File: config.mk
export PLATFORM = sky130hd
export DESIGN_NAME = sequence_recorder_16x4
export DESIGN_NICKNAME = d
export VERILOG_FILES = /design/src/rtl/sequence_recorder_16x4_pkg.sv /design/src/rtl/sequence_recorder_16x4_sync_ram_16x4.sv /design/src/rtl/sequence_recorder_16x4.sv
export SDC_FILE = /design/constraint.sdc
export NUM_CORES = 1
export LEC_CHECK = 0
export ABC_CLOCK_PERIOD_IN_PS = 4900
export BUFFER_PORTS_ARGS = -buffer_cell sky130_fd_sc_hd__clkbuf_2
export CORE_ASPECT_RATIO = 0.5
export CORE_MARGIN = 3
export CORE_UTILIZATION = 50
export DETAILED_ROUTE_END_ITERATION = 6
export PLACE_DENSITY = 0.67
export SLEW_MARGIN = 0
export SYNTH_ARGS = -nofsm -noshare
export SYNTH_HDL_FRONTEND = slang
export SYNTH_HIERARCHICAL = 1
export SYNTH_SLANG_ARGS = --single-unit
File: constraint.sdc
create_clock -name clock -period 4.9 [get_ports clock]
set_input_delay 0.49 -clock clock [delete_from_list [all_inputs] [get_ports clock]]
set_output_delay 0.49 -clock clock [all_outputs]
set_load 0.005 [all_outputs]
File: src/rtl/sequence_recorder_16x4_pkg.sv
// sequence_recorder_16x4_pkg
//   Shared definitions for the sequence recorder: FSM state encoding,
//   one-hot colour codes used by the memory game, RAM geometry and the
//   default timeout length.
package sequence_recorder_16x4_pkg;

  typedef enum logic [2:0] {
    INICIAL = 3'd0,
    SOLTA   = 3'd1,
    ESPERA  = 3'd2,
    FIM     = 3'd3,
    ERRO    = 3'd4
  } estado_t;

  localparam logic [3:0] AZUL     = 4'b0001;
  localparam logic [3:0] VERDE    = 4'b0010;
  localparam logic [3:0] AMARELO  = 4'b0100;
  localparam logic [3:0] VERMELHO = 4'b1000;

  localparam int DATA_W = 4;
  localparam int ADDR_W = 4;

  localparam int TIMEOUT_CICLOS_PADRAO = 1000;

  // True when exactly one button is pressed.
  function automatic logic eh_one_hot(input logic [3:0] b);
    return (b != 4'b0000) && ((b & (b - 4'd1)) == 4'b0000);
  endfunction

endpackage

File: src/rtl/sequence_recorder_16x4_sync_ram_16x4.sv
// sync_ram_16x4
//   16-word synchronous RAM with one write port and one registered read
//   port. A read and a write to the same address on the same edge return
//   the old word (read-before-write). Storage is not reset; only the read
//   register is cleared by reset.
// Ports:
//   clock  - system clock
//   reset  - synchronous active-high reset (read register only)
//   we     - write enable
//   waddr  - write address
//   wdata  - write data
//   raddr  - read address
//   rdata  - registered read data, mem[raddr] from the previous edge
module sync_ram_16x4
  import sequence_recorder_16x4_pkg::*;
#(
  parameter int DATA_W = sequence_recorder_16x4_pkg::DATA_W,
  parameter int ADDR_W = sequence_recorder_16x4_pkg::ADDR_W
) (
  input  logic              clock,
  input  logic              reset,
  input  logic              we,
  input  logic [ADDR_W-1:0] waddr,
  input  logic [DATA_W-1:0] wdata,
  input  logic [ADDR_W-1:0] raddr,
  output logic [DATA_W-1:0] rdata
);

  logic [DATA_W-1:0] mem [2**ADDR_W];

  always_ff @(posedge clock) begin
    if (we) mem[waddr] <= wdata;
  end

  // Non-blocking read of mem gives the pre-write word on a collision.
  always_ff @(posedge clock) begin
    if (reset) rdata <= '0;
    else       rdata <= mem[raddr];
  end

endmodule

File: src/rtl/sequence_recorder_16x4.sv
// sequence_recorder_16x4
//   Records the player's one-hot button presses, in order, into a 16x4
//   synchronous RAM and exposes a read port addressed and timed like the
//   game's sequence ROM (1-cycle registered read).
//   Optional build macro TIMEOUT_EN adds an ESPERA inactivity timeout and
//   the timeout output.
// Ports:
//   clock            - system clock
//   reset            - synchronous active-high reset
//   iniciar          - start a new recording (INICIAL/FIM/ERRO only)
//   botoes           - button levels, one bit per colour
//   ultimo_endereco  - address of last move to record, sampled on start
//   endereco_leitura - read address
//   dado_lido        - registered read data
//   contagem         - number of moves recorded (0..16)
//   gravando         - high while recording (SOLTA, ESPERA)
//   pronto           - high in FIM
//   erro             - high in ERRO
//   timeout          - (TIMEOUT_EN only) ERRO was entered by timeout
module sequence_recorder_16x4
  import sequence_recorder_16x4_pkg::*;
#(
  parameter int TIMEOUT_CICLOS = TIMEOUT_CICLOS_PADRAO
) (
  input  logic        clock,
  input  logic        reset,
  input  logic        iniciar,
  input  logic [3:0]  botoes,
  input  logic [3:0]  ultimo_endereco,
  input  logic [3:0]  endereco_leitura,
  output logic [3:0]  dado_lido,
  output logic [4:0]  contagem,
  output logic        gravando,
  output logic        pronto,
`ifdef TIMEOUT_EN
  output logic        erro,
  output logic        timeout
`else
  output logic        erro
`endif
);

  estado_t    estado;
  logic [3:0] limite;
  logic       pressao_valida;
  logic       we;

  assign pressao_valida = eh_one_hot(botoes);
  // The write happens on the same edge the press is accepted.
  assign we = (estado == ESPERA) && pressao_valida;

  sync_ram_16x4 #(
    .DATA_W(DATA_W),
    .ADDR_W(ADDR_W)
  ) u_ram (
    .clock (clock),
    .reset (reset),
    .we    (we),
    .waddr (contagem[3:0]),
    .wdata (botoes),
    .raddr (endereco_leitura),
    .rdata (dado_lido)
  );

`ifdef TIMEOUT_EN
  localparam logic [15:0] ULTIMO_CICLO = 16'(TIMEOUT_CICLOS - 1);
  logic [15:0] ciclos;
`else
  // The parameter stays on the interface so both builds share instantiations.
  logic unused_timeout_ciclos;
  assign unused_timeout_ciclos = ^TIMEOUT_CICLOS;
`endif

  // limite is only meaningful after a start, so it is left out of reset.
  always_ff @(posedge clock) begin
    if ((estado == INICIAL || estado == FIM || estado == ERRO) && iniciar)
      limite <= ultimo_endereco;
  end

  always_ff @(posedge clock) begin
    if (reset) begin
      estado   <= INICIAL;
      contagem <= '0;
      gravando <= 1'b0;
      pronto   <= 1'b0;
      erro     <= 1'b0;
`ifdef TIMEOUT_EN
      timeout  <= 1'b0;
      ciclos   <= '0;
`endif
    end else begin
      case (estado)
        INICIAL, FIM, ERRO: begin
          if (iniciar) begin
            estado   <= SOLTA;
            contagem <= '0;
            gravando <= 1'b1;
            pronto   <= 1'b0;
            erro     <= 1'b0;
`ifdef TIMEOUT_EN
            timeout  <= 1'b0;
`endif
          end
        end

        // Wait for all buttons released so a held press counts once.
        SOLTA: begin
          if (botoes == 4'b0000) begin
            estado <= ESPERA;
`ifdef TIMEOUT_EN
            ciclos <= '0;
`endif
          end
        end

        ESPERA: begin
          if (pressao_valida) begin
            contagem <= contagem + 5'd1;
            if (contagem[3:0] == limite) begin
              estado   <= FIM;
              gravando <= 1'b0;
              pronto   <= 1'b1;
            end else begin
              estado <= SOLTA;
            end
          end else if (botoes != 4'b0000) begin
            estado   <= ERRO;
            gravando <= 1'b0;
            erro     <= 1'b1;
          end
`ifdef TIMEOUT_EN
          else if (ciclos == ULTIMO_CICLO) begin
            estado   <= ERRO;
            gravando <= 1'b0;
            erro     <= 1'b1;
            timeout  <= 1'b1;
          end else begin
            ciclos <= ciclos + 16'd1;
          end
`endif
        end

        default: begin
          estado   <= INICIAL;
          gravando <= 1'b0;
          pronto   <= 1'b0;
          erro     <= 1'b0;
        end
      endcase
    end
  end

endmodule

==> impl_metrics.csv, run 1 <==
group,metric,value,unit
sta,max_clock_freq,0.3676,GHz
synth,syn_area,3520,um2
synth,synth_fp_nets,260,
sta,layout_min_cycle_time,2.720,ns
die,ios,27,
detailed_routing,routed_via_density,6.014,
die,initial_utilization,0.5473,
outcome,outcome,"finished clean",
clock_network,cts_hold_buf,0,
setup_path,worstSetupPathType,"input port to flop",
layout,diodes,0,
clock_network,clockRootBuffer,"clkbuf_16",
clock_network,h-tree-depth,3,
clock_network,cts.sinks,83,
power,power_frac_comb,0.061,
synth,synth_edf_count,68,
detailed_routing,routed_wl,7164,um
layout,nets,288,
global_routing,grt_pass1_wl,11190,um
layout,final_common_cell,"edfxtp_1",
power,powerDensity,397.0,nW/um2
setup_path,worstPathMaxFanout,20,
sta,finalCritPeriodShare,0.5551,
detailed_routing,wl_per_cell,19.63,um
job,max_cap_viol_count,0,
die,die_area,8143,um2
die,core,6431,um2
synth,synthCells,244,
synth,synth-seq-area-share,0.6655,
global_routing,antenna_found_initial,0,
clock_network,path_clk_slew,0.06,ns
power,p_switching,0.3342,mW
placed_design,pre_cts_slack,1.851,ns
sta,relSlewSlack,0.2681,
die,row_count,20,
power,power_frac_clock,0.446,
clock_network,cts_tree,"done",
sta,setup_viol,0,
setup_path,worstSetupEndpointType,"flop",
synth,netlist-cell-type-count,45,
synth,synth_compound_area_frac,0.06470,
die,die_h,65.33,um
global_routing,grtUsageTotal,0.1874,
clock_network,cts_buffer_depth,2,
synth,avgSynthCellArea,14.42,um2
placed_design,hpwlAfterDp,4873,um
detailed_routing,drc_errors,0,
global_routing,grt_max_degree,23,
clock_network,clk_latency,0.34,ns
clock_network,cts_inserted_buffers,9,
detailed_routing,drt_iter0_markers,188,
setup_path,cp.required,4.88,ns
synth,synth-simple-area-share,0.1290,
synth,synth_ff_type,"edfxtp_1",
synth,synth_fa_ha_area_frac,0.003555,
die,fp.dieW,124.7,um
power,p_leak,1.393,nW
power,ir_drop,0.2024,mV
detailed_routing,vias,2195,
worst_hold_path,min_path_type,"input port to flop",
detailed_routing,drt_pass1_iterations,4,
synth,synth_mux_area_frac,0.1017,
sta,worst_clock_skew,0.003461,ns
global_routing,grt_pass1_vias,2040,
sta,fin_setup_tns,0,ns
sta,tightest_slew,1.091,ns
sta,fin_ws,2.180,ns
layout,drive_gt1_frac,0.1877,
layout,final_cell_mix,"edfxtp_1 (68), clkbuf_2 (26), nor2_1 (25)",
power,switching_share,0.2096,
synth,synth_top_family_by_area,"simple AND/OR/NAND/NOR gates",
clock_network,cts_setup_buffers,0,
setup_path,cp.arrival,2.70,ns
clock_network,cts-resized-gates,0,
synth,ys_warn_count,6,
layout,synthToLayoutAreaGrowth,14.08,%
synth,ys_ff_latch,83,
sta,slew_viol_final,0,
global_routing,grt_overflow_total,0,
placed_design,port_buffers,26,
placed_design,gp_congestion,0.8652,
sta,whs,0.3300,ns
power,p_int,1.260,mW
synth,async_flop_share,0,
setup_path,cp-start-kind,"input port",
synth,synth_xor_area_frac,0.01244,
sta,rsz0062_at_grt,"no",
power,pwr-share-seq,0.493,
detailed_routing,ant_nets,0,
sta,hold_violations,0,
state kept, by name (all words and copies together) (netlist names):
name,cells
u_ram/mem,64
limite,4
contagem,5
estado,3
erro,1
u_ram/rdata,4
pronto,1
gravando,1
power groups by stage:
stage / logic, mW / clock network, mW / registers (mW)
floorplan: 0.0661 / 0 / 0.797
global placement: 0.0959 / 0 / 0.800
detailed placement: 0.0967 / 0 / 0.800
CTS: 0.0972 / 0.722 / 0.785
global route: 0.108 / 0.756 / 0.787
finish: 0.0977 / 0.711 / 0.785
final cells by class:
type	instances	area, um2
Clock buffer	10	229.0
Tap cell	88	110.1
Multi-Input combinational cell	147	1096
Clock inverter	6	88.84
Inverter	5	18.77
Sequential cell	83	2342
Timing Repair Buffer	26	130.1
Fill cell	463	2416
worst max-delay path, cell delays in order:
cell,delay (ns)
clkbuf_2,0.27
nor4b_2,0.40
a211oi_1,0.22
nor2_1,0.34
or3b_2,0.53
nor3_1,0.44
cells in the mapped netlist, types with 6 or more instances:
library cell,instances,share of area
a21oi_1,6,0.0085
dfxtp_1,15,0.085
edfxtp_1,68,0.58
mux2i_1,14,0.040
nand2_1,11,0.012
nand2b_1,6,0.011
nand3_1,10,0.014
nor2_1,25,0.027
nor3_1,8,0.011
logic make-up (layout without fill, tap and decap cells):
family	after synthesis	count (layout)
AOI/OAI and AO/OA	33	33
xor gates and xnor gates	5	5
adders and majority gates	1	1
buffers and inverters	14	47
DFF	83	83
muxes	23	23
and+or+nand+nor	85	85
per-layer routing:
layer / vias to the layer above / track usage / wire length [um]
met4: 0 / 0.07787 / 88
met5: - / 0 / 0
met2: 78 / 0.2823 / 3208
met1: 1095 / 0.2594 / 3338
li1: 1013 / - / -
met3: 9 / 0.05276 / 530
stage by stage:
stage	instance area (um2)	instances	utilization	power [mW]
after detailed placement	3697	349	0.5749	0.8970
after CTS	4015	365	0.6243	1.604
final	4015	365	0.6243	1.594
after floorplan	3520	244	-	0.8634
after global routing	4015	365	0.6243	1.651
after global placement	3697	349	0.5749	0.8958
path summary, 6_finish.rpt:
check | start | endpoint | slack, ns | cells after the start
hold / removal | ultimo_endereco[3] | limite[3]$_DFFE_PP_ | 0.33 | 1
hold reg to reg | pronto$_SDFFE_PP0P_ | pronto$_SDFFE_PP0P_ | 0.45 | 2
setup / recovery | botoes[0] | u_ram/mem[0][0]$_DFFE_PP_ | 2.18 | 6
setup reg to reg | estado[1]$_SDFFE_PP0P_ | u_ram/mem[0][0]$_DFFE_PP_ | 2.24 | 5
No activity file was read; power rests on OpenSTA's default activity.
==> run 2, diff against run 1 <==
--- a/config.mk
+++ b/config.mk
@@ -5,13 +5,14 @@
 export SDC_FILE = /design/constraint.sdc
 export NUM_CORES = 1
 export LEC_CHECK = 0
-export ABC_CLOCK_PERIOD_IN_PS = 4900
+export ABC_AREA = 1
+export ABC_CLOCK_PERIOD_IN_PS = 2200
 export BUFFER_PORTS_ARGS = -buffer_cell sky130_fd_sc_hd__clkbuf_2
 export CORE_ASPECT_RATIO = 0.5
 export CORE_MARGIN = 3
 export CORE_UTILIZATION = 50
 export DETAILED_ROUTE_END_ITERATION = 6
-export PLACE_DENSITY = 0.67
+export PLACE_DENSITY = 0.7
 export SLEW_MARGIN = 0
 export SYNTH_ARGS = -nofsm -noshare
 export SYNTH_HDL_FRONTEND = slang
==> constraint.sdc (replaced) <==
create_clock -name clock -period 2.2 [get_ports clock]
set_input_delay 0.22 -clock clock [delete_from_list [all_inputs] [get_ports clock]]
set_output_delay 0.22 -clock clock [all_outputs]
set_load 0.005 [all_outputs]
==> run 2 against run 1 <==
Worst setup slack got worse by 1.8 ns. Core utilization down 1.5 points. Via count is 24% higher. Global-route usage rose by 0.76 points. Sequential power up 140%. Sequential cell count unchanged. Critical path depth up 1. Worst hold slack worse by 0.27 ns. Critical endpoint is now u_ram/mem[13][0]$_DFFE_PP_. Largest cell class unchanged.
==> impl_metrics.csv, run 2 <==
group,metric,value,unit
detailed_routing,drt_iter0_markers,210,
die,ios,27,
layout,synthToLayoutAreaGrowth,12.49,%
sta,layout_min_cycle_time,1.868,ns
detailed_routing,routed_wl,7847,um
setup_path,max_stage_delay,0.34,ns
setup_path,worstPathMaxFanout,7,
global_routing,grt_pass1_vias,2448,
clock_network,cts_hold_buf,0,
synth,synthCells,409,
clock_network,clockRootBuffer,"clkbuf_16",
die,die_h,67.79,um
layout,diodes,0,
layout,largest-register,"u_ram/mem",
placed_design,hpwlAfterDp,5305,um
worst_hold_path,min_path_type,"input port to flop",
clock_network,cts_tree,"done",
setup_path,r2r-end,"u_ram/mem[13][0]$_DFFE_PP_",
global_routing,grt_overflow_total,0,
setup_path,critPathBufInv,2,
layout,final_common_cell,"nand2_1",
detailed_routing,routed_via_density,5.107,
synth,synth_ff_type,"edfxtp_1",
power,ir_drop,0.6002,mV
clock_network,cts_inserted_buffers,9,
sta,tightest_slew,0.5018,ns
synth,synth-seq-area-share,0.6136,
die,core,7042,um2
power,total_power,4.214,mW
sta,setup_viol,0,
placed_design,port_buffers,26,
setup_path,cp.depth,7,
synth,synth_top_cell_by_area,"edfxtp_1",
synth,syn_area,3817,um2
clock_network,clk_latency,0.34,ns
clock_network,cts_buffer_depth,2,
clock_network,cts-resized-gates,0,
global_routing,grtUsageTotal,0.1951,
setup_path,startpoint,"estado[2]$_SDFFE_PP0P_",
setup_path,path_common_cell,"nand3_1",
clock_network,path_clk_slew,0.06,ns
setup_path,cp.arrival,1.88,ns
setup_path,reg2reg_from,"estado[2]$_SDFFE_PP0P_",
outcome,outcome,"finished clean",
detailed_routing,ant_nets,0,
layout,final_cell_mix,"nand2_1 (133), edfxtp_1 (68), nand3_1 (52)",
placed_design,gp_congestion,0.8229,
job,max_cap_viol_count,0,
global_routing,grt_pass1_wl,12240,um
sta,worst_clock_skew,0.005684,ns
sta,rsz0062_at_grt,"no",
synth,synth_common_cells,"nand2_1 (133), edfxtp_1 (68), nand3_1 (52)",
setup_path,worstSetupPathType,"flop to flop",
setup_path,cp.required,2.21,ns
setup_path,slowest_stage,"nor2_1",
synth,async_flop_share,0,
setup_path,worstSetupEndpointType,"flop",
sta,relSlewSlack,0.6650,
setup_path,rrSetupSlack,0.33,ns
global_routing,grt_max_degree,33,
synth,yosysMostFrequentCell,"nand2_1",
detailed_routing,vias,2732,
clock_network,cts.sinks,83,
die,die_area,8783,um2
sta,fin_setup_tns,0,ns
setup_path,crit_end,"u_ram/mem[13][0]$_DFFE_PP_",
synth,avgSynthCellArea,9.334,um2
layout,drive_gt1_frac,0.1422,
detailed_routing,drc_errors,0,
layout,largest_reg_flops,64,
clock_network,h-tree-depth,3,
setup_path,cp-start-kind,"flop",
detailed_routing,drt_pass1_iterations,5,
clock_network,cts_setup_buffers,0,
layout,top_regs,"u_ram/mem (64), contagem (5)",
global_routing,antenna_found_initial,0,
synth,synth_area_leaders,"edfxtp_1 (53%), nand2_1 (13%), dfxtp_1 (7.9%)",
die,initial_utilization,0.5421,
layout,nets,454,
synth,synth_fp_nets,425,
setup_path,ff2ff_path_depth,7,
sta,slew_viol_final,0,
setup_path,cp_cell_sequence,"inv_2 -> nand2_1 -> nor2_4 -> nand3_1 -> clkinv_1 -> nand3_1 -> nor2_1",
sta,max_clock_freq,0.5353,GHz
synth,yosysTopAreaCellShare,0.5349,
synth,ys_warn_count,6,
synth,synth_edf_count,68,
die,fp.dieW,129.6,um
synth,ys_ff_latch,83,
sta,finalCritPeriodShare,0.8491,
power,powerDensity,981.3,nW/um2
die,row_count,21,
setup_path,cp_top_family,"simple AND/OR/NAND/NOR gates",
power,p_leak,1.846,nW
synth,netlist-cell-type-count,26,
sta,hold_violations,0,
detailed_routing,wl_per_cell,14.67,um
==> run 2: metrics by stage <==
step	hold slack (ns)	setup WS, ns	utilization	cell area [um2]	instances
finish	0.05538	0.3320	0.6098	4294	535
global route	0.04798	0.1914	0.6098	4294	535
CTS	0.04291	0.3641	0.6098	4294	535
detailed placement	0.3986	0.2770	0.5681	4000	519
global placement	0.3971	0.3655	0.5681	4000	519
floorplan	0.2891	0.6973	-	3817	409
==> run 2: routing by layer <==
metal / up-vias / wire length, um / global-route usage
met5: - / 0 / 0
met4: 0 / 62 / 0.06606
met3: 6 / 675 / 0.07030
met2: 110 / 3351 / 0.2923
met1: 1245 / 3757 / 0.2658
li1: 1371 / - / -
==> run 2: how the worst min path moves through the flow <==
| stage | start | to | slack [ns] | cells past startpoint |
|---|---|---|---|---|
| 6_report | ultimo_endereco[2] | limite[2]$_DFFE_PP_ | 0.06 | 1 |
| 5_1_grt | ultimo_endereco[0] | limite[0]$_DFFE_PP_ | 0.05 | 1 |
| 4_1_cts | ultimo_endereco[2] | limite[2]$_DFFE_PP_ | 0.04 | 1 |
| 3_5_place_dp | ultimo_endereco[0] | limite[0]$_DFFE_PP_ | 0.40 | 1 |
| 3_3_place_gp | ultimo_endereco[0] | limite[0]$_DFFE_PP_ | 0.40 | 1 |
| 2_1_floorplan | reset | contagem[2]$_SDFFE_PP0P_ | 0.29 | 1 |
==> run 2: cell type report <==
type                    count  area, um2
fillers                   595       2748
well taps                  92      115.1
flip-flops and latches     83       2342
repair buffers             31      167.7
clock inverters             7      68.82
clock buffers               9      225.2
multi-input cells         256       1157
inverters                  57      217.7
==> run 2: where the power goes <==
| group | internal [mW] | switching [mW] |
|---|---|---|
| Clock | 0.873 | 0.584 |
| Combinational | 0.279 | 0.583 |
| Sequential | 1.80 | 0.0974 |
| Total | 2.95 | 1.26 |
==> run 2: worst register-to-register path, delay by kind of cell (launching register included) <==
kind | cells | cell delay, ns
simple gates | 5 | 0.96
flops | 1 | 0.30
buf+inv | 2 | 0.27
==> run 2: cell families after synthesis <==
family / after synthesis / share of synthesized area
xor gates and xnor gates: 7 / 0.01606
buffers and inverters: 70 / 0.08325
and+or+nand+nor: 230 / 0.2563
adders and majority gates: 1 / 0.003277
AOI/OAI and AO/OA: 18 / 0.02753
DFF: 83 / 0.6136
